$ cat src/rtl/trackball_quad.sv
// Trackball/spinner motion accumulator: per-axis signed deltas arrive on a toggle
// event, then drain one count per prescaler tick as direction/toggle or Gray quadrature.
module trackball_quad #(
    parameter int AXES     = 2,
    parameter int ACC_W    = 12,
    parameter int STEP_DIV = 16
) (
    input  logic                clk_sys,
    input  logic                reset,
    input  logic                evt_toggle_i,
    input  logic [9*AXES-1:0]   delta_i,
    input  logic                flip_i,
    input  logic [1:0]          gain_i,
    input  logic                mode_i,
    output logic [2*AXES-1:0]   trak_o,
    output logic [AXES-1:0]     busy_o
);

    // The running sum is kept a few bits wider than the accumulator so that a full-scale
    // delta added onto a saturated accumulator cannot wrap before it is clamped.
    localparam int SW = ACC_W + 5;
    localparam int PW = (STEP_DIV > 1) ? $clog2(STEP_DIV) : 1;
    localparam logic [PW-1:0]        PS_MAX = PW'(STEP_DIV - 1);
    localparam logic signed [SW-1:0] SAT_HI = SW'((1 << (ACC_W - 1)) - 1);
    localparam logic signed [SW-1:0] SAT_LO = SW'(-(1 << (ACC_W - 1)));

    logic          prev_evt;
    logic          evt;
    logic [PW-1:0] ps_cnt;
    logic          tick;

    assign evt  = evt_toggle_i ^ prev_evt;
    assign tick = (ps_cnt == PS_MAX);

    always_ff @(posedge clk_sys or posedge reset) begin
        if (reset) begin
            prev_evt <= 1'b0;
            ps_cnt   <= '0;
        end else begin
            prev_evt <= evt_toggle_i;
            ps_cnt   <= tick ? '0 : ps_cnt + 1'b1;
        end
    end

    for (genvar n = 0; n < AXES; n++) begin : g_axis
        logic signed [ACC_W-1:0] acc;
        logic signed [ACC_W-1:0] acc_next;
        logic signed [SW-1:0]    ext;
        logic signed [SW-1:0]    sum;
        logic                    step_up;
        logic                    step_dn;
        logic [1:0]              phase;
        logic                    dir;
        logic [1:0]              trak_q;

        always_comb begin
            ext = {{(SW-9){delta_i[9*n+8]}}, delta_i[9*n +: 9]};
            if (flip_i) ext = -ext;
            ext = ext <<< gain_i;

            // Step direction comes from the accumulator before this cycle's update.
            step_up = tick && !acc[ACC_W-1] && (acc != '0);
            step_dn = tick && acc[ACC_W-1];

            sum = SW'(acc) + (evt ? ext : SW'(0));
            if (step_up) sum = sum - SW'(1);
            if (step_dn) sum = sum + SW'(1);

            if (sum > SAT_HI)      acc_next = SAT_HI[ACC_W-1:0];
            else if (sum < SAT_LO) acc_next = SAT_LO[ACC_W-1:0];
            else                   acc_next = sum[ACC_W-1:0];
        end

        always_ff @(posedge clk_sys or posedge reset) begin
            if (reset) begin
                acc    <= '0;
                phase  <= 2'b00;
                dir    <= 1'b0;
                trak_q <= 2'b00;
            end else begin
                acc <= acc_next;
                if (step_up) begin
                    phase <= phase + 2'd1;
                    dir   <= 1'b1;
                end else if (step_dn) begin
                    phase <= phase - 2'd1;
                    dir   <= 1'b0;
                end
                // Mapping uses the phase held before this edge, so outputs lag a step by one cycle.
                trak_q <= mode_i ? {phase[1], phase[1] ^ phase[0]} : {dir, phase[0]};
            end
        end

        assign trak_o[2*n +: 2] = trak_q;
        assign busy_o[n]        = (acc != '0);
    end

endmodule

$ cat config.mk
export PLATFORM = sky130hd
export DESIGN_NAME = trackball_quad
export DESIGN_NICKNAME = d
export VERILOG_FILES = /design/src/rtl/trackball_quad.sv
export SDC_FILE = /design/constraint.sdc
export NUM_CORES = 1
export LEC_CHECK = 0
export CELL_PAD_IN_SITES_DETAIL_PLACEMENT = 1
export CELL_PAD_IN_SITES_GLOBAL_PLACEMENT = 1
export CORE_ASPECT_RATIO = 0.75
export CORE_MARGIN = 1
export CORE_UTILIZATION = 51
export CTS_BUF_LIST = sky130_fd_sc_hd__clkbuf_2
export DETAILED_ROUTE_END_ITERATION = 8
export GPL_ROUTABILITY_DRIVEN = 0
export PLACE_DENSITY_LB_ADDON = 0.1
export SETUP_SLACK_MARGIN = 0.3
export SLEW_MARGIN = 30
export SYNTH_ARGS = -nofsm -noshare
export SYNTH_HDL_FRONTEND = slang
export SYNTH_SLANG_ARGS = --single-unit
export TNS_END_PERCENT = 50
$ cat constraint.sdc
create_clock -name clk_sys -period 8.8 [get_ports clk_sys]
set_input_delay 1.32 -clock clk_sys [delete_from_list [all_inputs] [get_ports clk_sys]]
set_output_delay 1.32 -clock clk_sys [all_outputs]
set_load 0.005 [all_outputs]
# After elaboration in Yosys (flattened, before gate mapping)
# Index checks and enable logic that the tools add are counted.
[word_totals]
register_bits = 39
inputBits = 25
out_inout_bits = 6
word_cells = 68
[classes]
addsub = 13
order_cmp = 4
eq_ne = 1
shifts = 2
muxes = 23
bitwise_logic = 3
reduce_logical = 12
[ops]
columns = ["op", "count"]
rows = [
  ["$mux 17", 8],
  ["$mux 12", 4],
  ["$add 12x17->17", 2],
  ["$add 17x2->17 const B", 2],
  ["$gt 17x12->1 const B", 2],
  ["$lt 17x12->1 const B", 2],
  ["$neg 9->17", 2],
  ["$sshl 17x2->17", 2],
  ["$sub 17x2->17 const B", 2],
  ["$reduce_bool 12->1", 2],
  ["$mux 2", 6],
  ["$logic_and 1x1->1", 6],
  ["$add 2x1->2 const B", 2],
  ["$add 4x1->4 const B", 1],
  ["$eq 4x4->1 const B", 1],
  ["$mux 1", 4],
  ["$mux 4", 1],
  ["$reduce_bool 2->1", 2],
  ["$sub 2x1->2 const B", 2],
  ["$xor 1x1->1", 3],
  ["$logic_not 1->1", 2],
]

# Logic depth before layout (Yosys ltp)
# Gate-level depths: netlist of run 1.
[depth]
word_depth = 12
mapped_depth = 26
depth_no_buf = 23

# Least setup slack after synthesis of run 1
# Ideal clock, no wire load.
[synth_path]
kind = "in2reg"
start = "input port delta_i[11]"
end = "register g_axis[1].acc[2]"
setup_time_ps = 82
arrival_time_ps = 6241
required_ps = 8718
setup_slack_ps = 2477
path_stages = 22
path_buffers = 3
path_cell_list = "or3_1 clkbuf_1 or2_2 o21ai_0 xor2_1 nand2_1 nand2_1 nor2_1 a31oi_1 nor2_1 ha_1 buf_6 a21o_4 or4_4 a32o_2 or4_1 nor2_1 xnor2_1 or4_1 a2111o_1 buf_6 a22oi_2"
[synth_between]
elab_chain_cells = 12
elab_cells_between_ends = 13
cone_classes = "add/sub: 4; order compare: 2; shift: 1; mux: 6"
[synth_rtl]
columns = ["element", "line", "source"]
rows = [
  ["start: declaration", "11", "input logic [9*AXES-1:0] delta_i,"],
  ["$neg 9->17", "58", "if (flip_i) ext = -ext;"],
  ["$mux 17 *", "58", ""],
  ["$sshl 17x2->17 *", "59", "ext = ext <<< gain_i;"],
  ["$mux 17 *", "65", "sum = SW'(acc) + (evt ? ext : SW'(0));"],
  ["$add 12x17->17 *", "65", ""],
  ["$sub 17x2->17", "66", "if (step_up) sum = sum - SW'(1);"],
  ["$mux 17 *", "66", ""],
  ["$add 17x2->17", "67", "if (step_dn) sum = sum + SW'(1);"],
  ["$mux 17 *", "67", ""],
  ["$lt 17x12->1", "70", "else if (sum < SAT_LO) acc_next = SAT_LO[ACC_W-1:0];"],
  ["$mux 12", "70", ""],
  ["$mux 12 *", "69", "if (sum > SAT_HI) acc_next = SAT_HI[ACC_W-1:0];"],
  ["net g_axis[1].acc_next[2]", "47", "logic signed [ACC_W-1:0] acc_next;"],
  ["end signal: assignment", "81", "acc <= acc_next;"],
  ["end: declaration", "46", "logic signed [ACC_W-1:0] acc;"],
]
# Mark *: on every way through the listed nets, which the timed path passes. The rest lies on a longest branch.
# A chain may end at the register's enable or synchronous reset.

# Worst setup path after layout of run 1
[layout_path]
start = "input port delta_i[4]"
end = "register g_axis[0].acc[4]"
[layout_between]
elab_chain_cells = 12
elab_cells_between_ends = 13
cone_classes = "add/sub: 4; order compare: 2; shift: 1; mux: 6"
[layout_rtl]
columns = ["element", "line"]
rows = [
  ["$neg 9->17", "58"],
  ["$mux 17 *", "58"],
  ["$sshl 17x2->17 *", "59"],
  ["$mux 17 *", "65"],
  ["$add 12x17->17 *", "65"],
  ["$sub 17x2->17", "66"],
  ["$mux 17 *", "66"],
  ["$add 17x2->17", "67"],
  ["$mux 17 *", "67"],
  ["$lt 17x12->1", "70"],
  ["$mux 12", "70"],
  ["$mux 12 *", "69"],
  ["net g_axis[0].acc_next[4]", "47"],
  ["end signal: assignment", "81"],
  ["end: declaration", "46"],
]
# Marks and branches as above.

==> results.cfg, run 1 <==
[status]
status = completed

[pwr]
switching_power_mw = 1.398
p_per_area_nw_per_um2 = 359.4
p_leak_nw = 2.656
ir_worst_vdd_mv = 0.1889
comb_power_share = 0.815
finalPower_mw = 2.433
p_int_mw = 1.035
pwr-share-seq = 0.148
clkPwrFrac = 0.038
switching_share = 0.5747

[setup_path]
r2r-end = g_axis[1].acc[0]
reg2reg_depth = 16
crit_fanout = 9
r2r_start = prev_evt
arrival_ps = 7750
crit_end = g_axis[0].acc[4]
end_kind = flip-flop
start_kind = primary input
ff2ff_setup_slack_ps = 2770
cp.required_ps = 9100
critPathKind = in2reg
crit_start = delta_i[4]

[synth]
avgSynthCellArea_um2 = 7.688
synth_top_area_share = 0.1539
synth-main-ff-cell = dfrtp_1
synthCells = 825
synth_area_um2 = 6342
ys_seq_area_frac = 0.1539
synth_edf_count = 0
synthDistinctLibCells = 83
synth_warnings = 0
synth.largest_area_cell = dfrtp_1
async_flop_share = 1.000
ys_seq_elements = 39
synth_top_cells_by_area = dfrtp_1 15%, ha_1 8.1%, xnor2_1 8.0%
synth_fp_nets = 893

[final_layout]
antenna_cells = 0
layout.nets = 899
final_cell_mix = 81 x nor2_1, 64 x a21oi_1, 58 x nand2_1
num-fill-cells = 1489
mostFrequentLayoutCell = nor2_1
area_growth_pct = 6.727
drive_above_1_share = 0.07212
stdcell_count = 994
final_cell_area_um2 = 6769

[min_path]
hold_path_class = reg2reg
hold_depth = 1

[die]
initial_core_util = 0.5344
row_count = 34
die_h_um = 98.58
core_um2 = 11870
io_pins = 31
dieArea_um2 = 12890
chipWidth_um = 130.8

[clocking]
htreeDepth = 2
cts-resized-gates = 0
cts_tree = built
hold_buffers = 0
clkSlewWorstSetupHoldPaths_ps = 240
cts_sinks = 39
clock_latency_ps = 440
numCtsBuffers = 5
cts_buffer_depth = 2
post-cts-setup-buffer-count = 0
clockRootBuffer = clkbuf_2

[global_route]
first_global_vias = 6525
track_usage = 0.3203
antenna_found_initial = 0
grt_max_degree = 40
grt_overflow = 0
grt_pass1_wl_mm = 32.96

[route]
vias = 6545
drt.antenna.violating_nets = 0
first_pass_iters = 5
routed_wl_mm = 20.33
drtIter0Drc = 368
drc = 0
post_drt_wl_per_cell_um = 20.45
post_drt_via_cell_ratio = 6.585

[sta]
fmax_mhz = 134.2
min_period_ps = 7450
clock_skew_ps = 51.35
rsz0062_at_grt = no
setup_tns_ps = 0
slew_violations = 0
setup_violations = 0
post-route-period-util = 0.8466
hold_viol_final = 0
slew_headroom = 0.4263
hold_slack_ps = 497.3
worstMarginPinSlew_ps = 854.5

[placed_design]
port_buffers = 30
dpl.hpwl_mm = 16.22
placed_cell_area_um2 = 6714
place_inst = 986

[run]
cap_violations = 0
[flip-flops by register name, indices dropped and copies added, names as in the netlist]
register       cells
g_axis.acc        24
g_axis.phase       4
g_axis.trak_q      4
ps_cnt             4
g_axis.dir         2
prev_evt           1
[power groups by stage]
stage / sequential [mW] / clock (mW) / combinational (mW)
6_report: 0.359 / 0.0917 / 1.98
2_1_floorplan: 0.303 / 0 / 1.54
4_1_cts: 0.354 / 0.0932 / 1.94
3_5_place_dp: 0.356 / 0 / 1.92
3_3_place_gp: 0.352 / 0 / 1.82
5_1_grt: 0.363 / 0.0992 / 2.15
[stage by stage]
step,utilization,worst slack (ps)
after floorplan,-,2477
after global placement,0.5657,1387
after detailed placement,0.5657,914.8
after CTS,0.5698,1392
after global routing,0.5703,952.6
final,0.5703,1350
[critical path, cell delays in order]
cell and delay (ps):
clkdlybuf4s50_1 490, or4_1 610, nor2_1 180, nand2_1 80, ha_1 300, mux2i_1 70
a21oi_1 210, nor2_1 70, a21oi_1 150, nor2_1 60, ha_1 480, nand2_1 70
o21ai_0 450, mux2_2 400, o311ai_0 480, and2_1 310, xor2_1 110, o31ai_1 540
o2111a_1 300, o211ai_1 180, a21oi_1 700, o22ai_1 180
[cells in the mapped netlist, drive strengths merged (3+ instances only)]
cell,n
nor2,81
a21oi,65
nand2,59
xnor2,58
o21ai,45
ha,41
dfrtp,39
xor2,37
nand3,30
nor3,30
clkbuf,24
inv,22
nor4,21
mux2i,19
a21o,17
a211oi,14
a22oi,13
buf,13
nand4,13
o22ai,12
or3,12
a31oi,11
nand2b,11
and2,10
o21a,10
o31ai,10
or4,10
nor2b,9
and3,8
o211ai,8
a211o,6
and4,5
nor3b,5
or2,5
o211a,4
o41ai,4
a2111oi,3
a31o,3
mux2,3
o21bai,3
[worst min-delay path by stage]
stage | from | slack, ps | to
2_1_floorplan | g_axis[0].phase[1] | 440 | g_axis[0].phase[1]
3_3_place_gp | g_axis[0].phase[1] | 460 | g_axis[0].phase[1]
3_5_place_dp | g_axis[0].phase[1] | 470 | g_axis[0].phase[1]
4_1_cts | g_axis[1].phase[1] | 500 | g_axis[1].phase[1]
5_1_grt | g_axis[1].phase[1] | 500 | g_axis[1].phase[1]
6_report | g_axis[1].phase[1] | 500 | g_axis[1].phase[1]
[layer usage]
layer / wire, um / GRT usage / share of wire
met4: 196 / 0.04509 / 0.0096
met5: 0 / 0 / 0
met3: 1103 / 0.02660 / 0.054
met1: 10400 / 0.4980 / 0.51
met2: 8623 / 0.4864 / 0.42
[area by class of cell]
type,instances,area (um^2),share of cell area
sequential,39,975.9,0.1442
timing repair buffer,36,345.3,0.05102
inverter,22,82.58,0.01220
clock buffer,5,25.02,0.003697
multi-input combinational,727,5114,0.7555
tap,162,202.7,0.02994
clock inverter,3,23.77,0.003512
[cell families (layout without fill, tap and decap cells)]
group	count (synthesis)	count (layout)	synth area share
AOI/OAI and AO/OA	247	247	0.2736
and+or+nand+nor	318	318	0.2695
buffers and inverters	59	66	0.04202
xor gates and xnor gates	97	97	0.1385
adders and majority gates	43	43	0.08720
muxes	22	22	0.03531
DFF	39	39	0.1539
Note: power is estimated with default switching activity, not from simulation.
==> run 2: changes to the inputs <==
--- a/config.mk
+++ b/config.mk
@@ -9,7 +9,7 @@
 export CELL_PAD_IN_SITES_GLOBAL_PLACEMENT = 1
 export CORE_ASPECT_RATIO = 0.75
 export CORE_MARGIN = 1
-export CORE_UTILIZATION = 51
+export CORE_UTILIZATION = 48
 export CTS_BUF_LIST = sky130_fd_sc_hd__clkbuf_2
 export DETAILED_ROUTE_END_ITERATION = 8
 export GPL_ROUTABILITY_DRIVEN = 0
==> constraint.sdc (replaced) <==
create_clock -name clk_sys -period 7.4 [get_ports clk_sys]
set_input_delay 1.11 -clock clk_sys [delete_from_list [all_inputs] [get_ports clk_sys]]
set_output_delay 1.11 -clock clk_sys [all_outputs]
set_load 0.005 [all_outputs]
==> run 2 against run 1 <==
  * Sequential share of layout area down 0.23 points
  * Cell area grew 1.6%
  * Register-to-register slack got worse by 720 ps
  * Routed wire length fell by 4.8%
  * Setup slack got worse by 680 ps
  * Clock power up 57%
  * Die area increased by 6.1%
  * Power is 19% higher
  * Utilization decreased by 2.3 points
  * Clock skew fell by 31 ps
  * Critical path depth is 2 higher
  * Critical path type unchanged
  * Highest routed layer unchanged
==> results.cfg, run 2 (synthesis results as in run 1) <==
[sta]
fmax_mhz = 148.6
worstMarginPinSlew_ps = 774.9
setup_violations = 0
min_period_ps = 6731
clock_skew_ps = 20.34
post-route-period-util = 0.9096
slew_violations = 0
setup_tns_ps = 0
hold_viol_final = 0
rsz0062_at_grt = yes
slew_headroom = 0.4797

[die]
die_h_um = 101.6
core_um2 = 12570
initial_core_util = 0.5046
chipWidth_um = 134.7
io_pins = 31
dieArea_um2 = 13680
row_count = 35

[final_layout]
area_growth_pct = 8.483
final_cell_mix = 81 x nor2_1, 64 x a21oi_1, 58 x nand2_1
largest_reg_flops = 24
largest_register = g_axis.acc
mostFrequentLayoutCell = nor2_1
drive_above_1_share = 0.08670
antenna_cells = 0
layout.nets = 909

[clocking]
htreeDepth = 2
post-cts-setup-buffer-count = 0
cts_buffer_depth = 2
clock_latency_ps = 440
cts-resized-gates = 0
numCtsBuffers = 5
hold_buffers = 0
clockRootBuffer = clkbuf_2
cts_sinks = 39
cts_tree = built
clkSlewWorstSetupHoldPaths_ps = 230

[route]
drtIter0Drc = 315
first_pass_iters = 5
vias = 6413
post_drt_wl_per_cell_um = 19.20
drc = 0
post_drt_via_cell_ratio = 6.362
routed_wl_mm = 19.35
drt.antenna.violating_nets = 0

[global_route]
grt_max_degree = 40
track_usage = 0.2898
antenna_found_initial = 0
grt_pass1_wl_mm = 32.05
first_global_vias = 6449
grt_overflow = 0

[setup_path]
r2r-end = g_axis[0].acc[1]
critPathKind = in2reg
end_kind = flip-flop
cp.required_ps = 7720
start_kind = primary input
ff2ff_setup_slack_ps = 2050
reg2reg_depth = 16
crit_start = delta_i[4]
crit_fanout = 9
r2r_start = prev_evt
arrival_ps = 7050

[pwr]
clkPwrFrac = 0.050
p_leak_nw = 2.725
p_int_mw = 1.292
comb_power_share = 0.807
switching_share = 0.5555
pwr-share-seq = 0.143
switching_power_mw = 1.615
ir_worst_vdd_mv = 0.2304
p_per_area_nw_per_um2 = 422.4
finalPower_mw = 2.907

[min_path]
hold_path_end = g_axis[1].phase[1]
hold_depth = 1
hold_start = g_axis[1].phase[1]
hold_path_class = reg2reg

[placed_design]
port_buffers = 30
dpl.hpwl_mm = 15.56

[run]
cap_violations = 0

[status]
status = completed
## run 2: layout make-up
type | count | area (um^2)
fillers | 1629 | 5688
multi-input cells | 727 | 5122
flip-flops and latches | 39 | 975.9
repair buffers | 46 | 420.4
well taps | 166 | 207.7
inverters | 22 | 82.58
clock inverters | 3 | 46.29
clock buffers | 5 | 25.02
## run 2: worst max-delay path by stage
stage | end | slack (ps) | cells after the start
floorplan | g_axis[1].acc[2] | 1290 | 22
global placement | g_axis[1].acc[1] | 280 | 22
detailed placement | g_axis[0].acc[1] | 110 | 21
CTS | g_axis[0].acc[1] | 620 | 21
global route | g_axis[0].acc[8] | 270 | 24
finish | g_axis[0].acc[1] | 670 | 24
## run 2: metal layers
metal / track usage / vias up / routed length (um)
met5: 0 / - / 0
met3: 0.02853 / 20 / 535
li1: - / 3122 / -
met4: 0.05877 / 0 / 236
met1: 0.3915 / 3177 / 9491
met2: 0.5040 / 94 / 9089
## run 2: power by group through the flow
stage                     registers (mW)  logic (mW)  clock network (mW)
final                              0.416        2.35               0.144
after global routing               0.421        2.56               0.156
after CTS                          0.413        2.31               0.147
after detailed placement           0.417        2.29                   0
after global placement             0.415        2.16                   0
after floorplan                    0.360        1.83                   0
## run 2: worst max-delay path, cell delays in order
cell and delay, ps:
clkdlybuf4s50_1 490, or4_1 610, nor2_1 230, nand2_1 80, ha_1 300, a21oi_1 170, nor2_1 70, a21oi_1 220
nor2_1 70, a211oi_1 230, ha_1 280, nand2_1 80, o21ai_0 470, mux2_2 410, o311ai_0 430, and2_1 290
xor2_1 130, o31ai_1 360, buf_4 190, o2111a_1 180, o211ai_1 160, a21oi_1 190, buf_4 200, o22ai_1 100
## run 2: per-stage QoR
stage                     cell area (um^2)  std cells  utilization  setup WS, ps  hold WS, ps
after CTS                             6865       1008       0.5462         617.0        496.7
final                                 6880       1008       0.5474         669.0        493.8
after global placement                6794       1000       0.5406         280.2        461.0
after floorplan                       6342        825            -          1287        441.5
after global routing                  6880       1008       0.5474         265.3        513.7
after detailed placement              6794       1000       0.5406         111.4        467.6
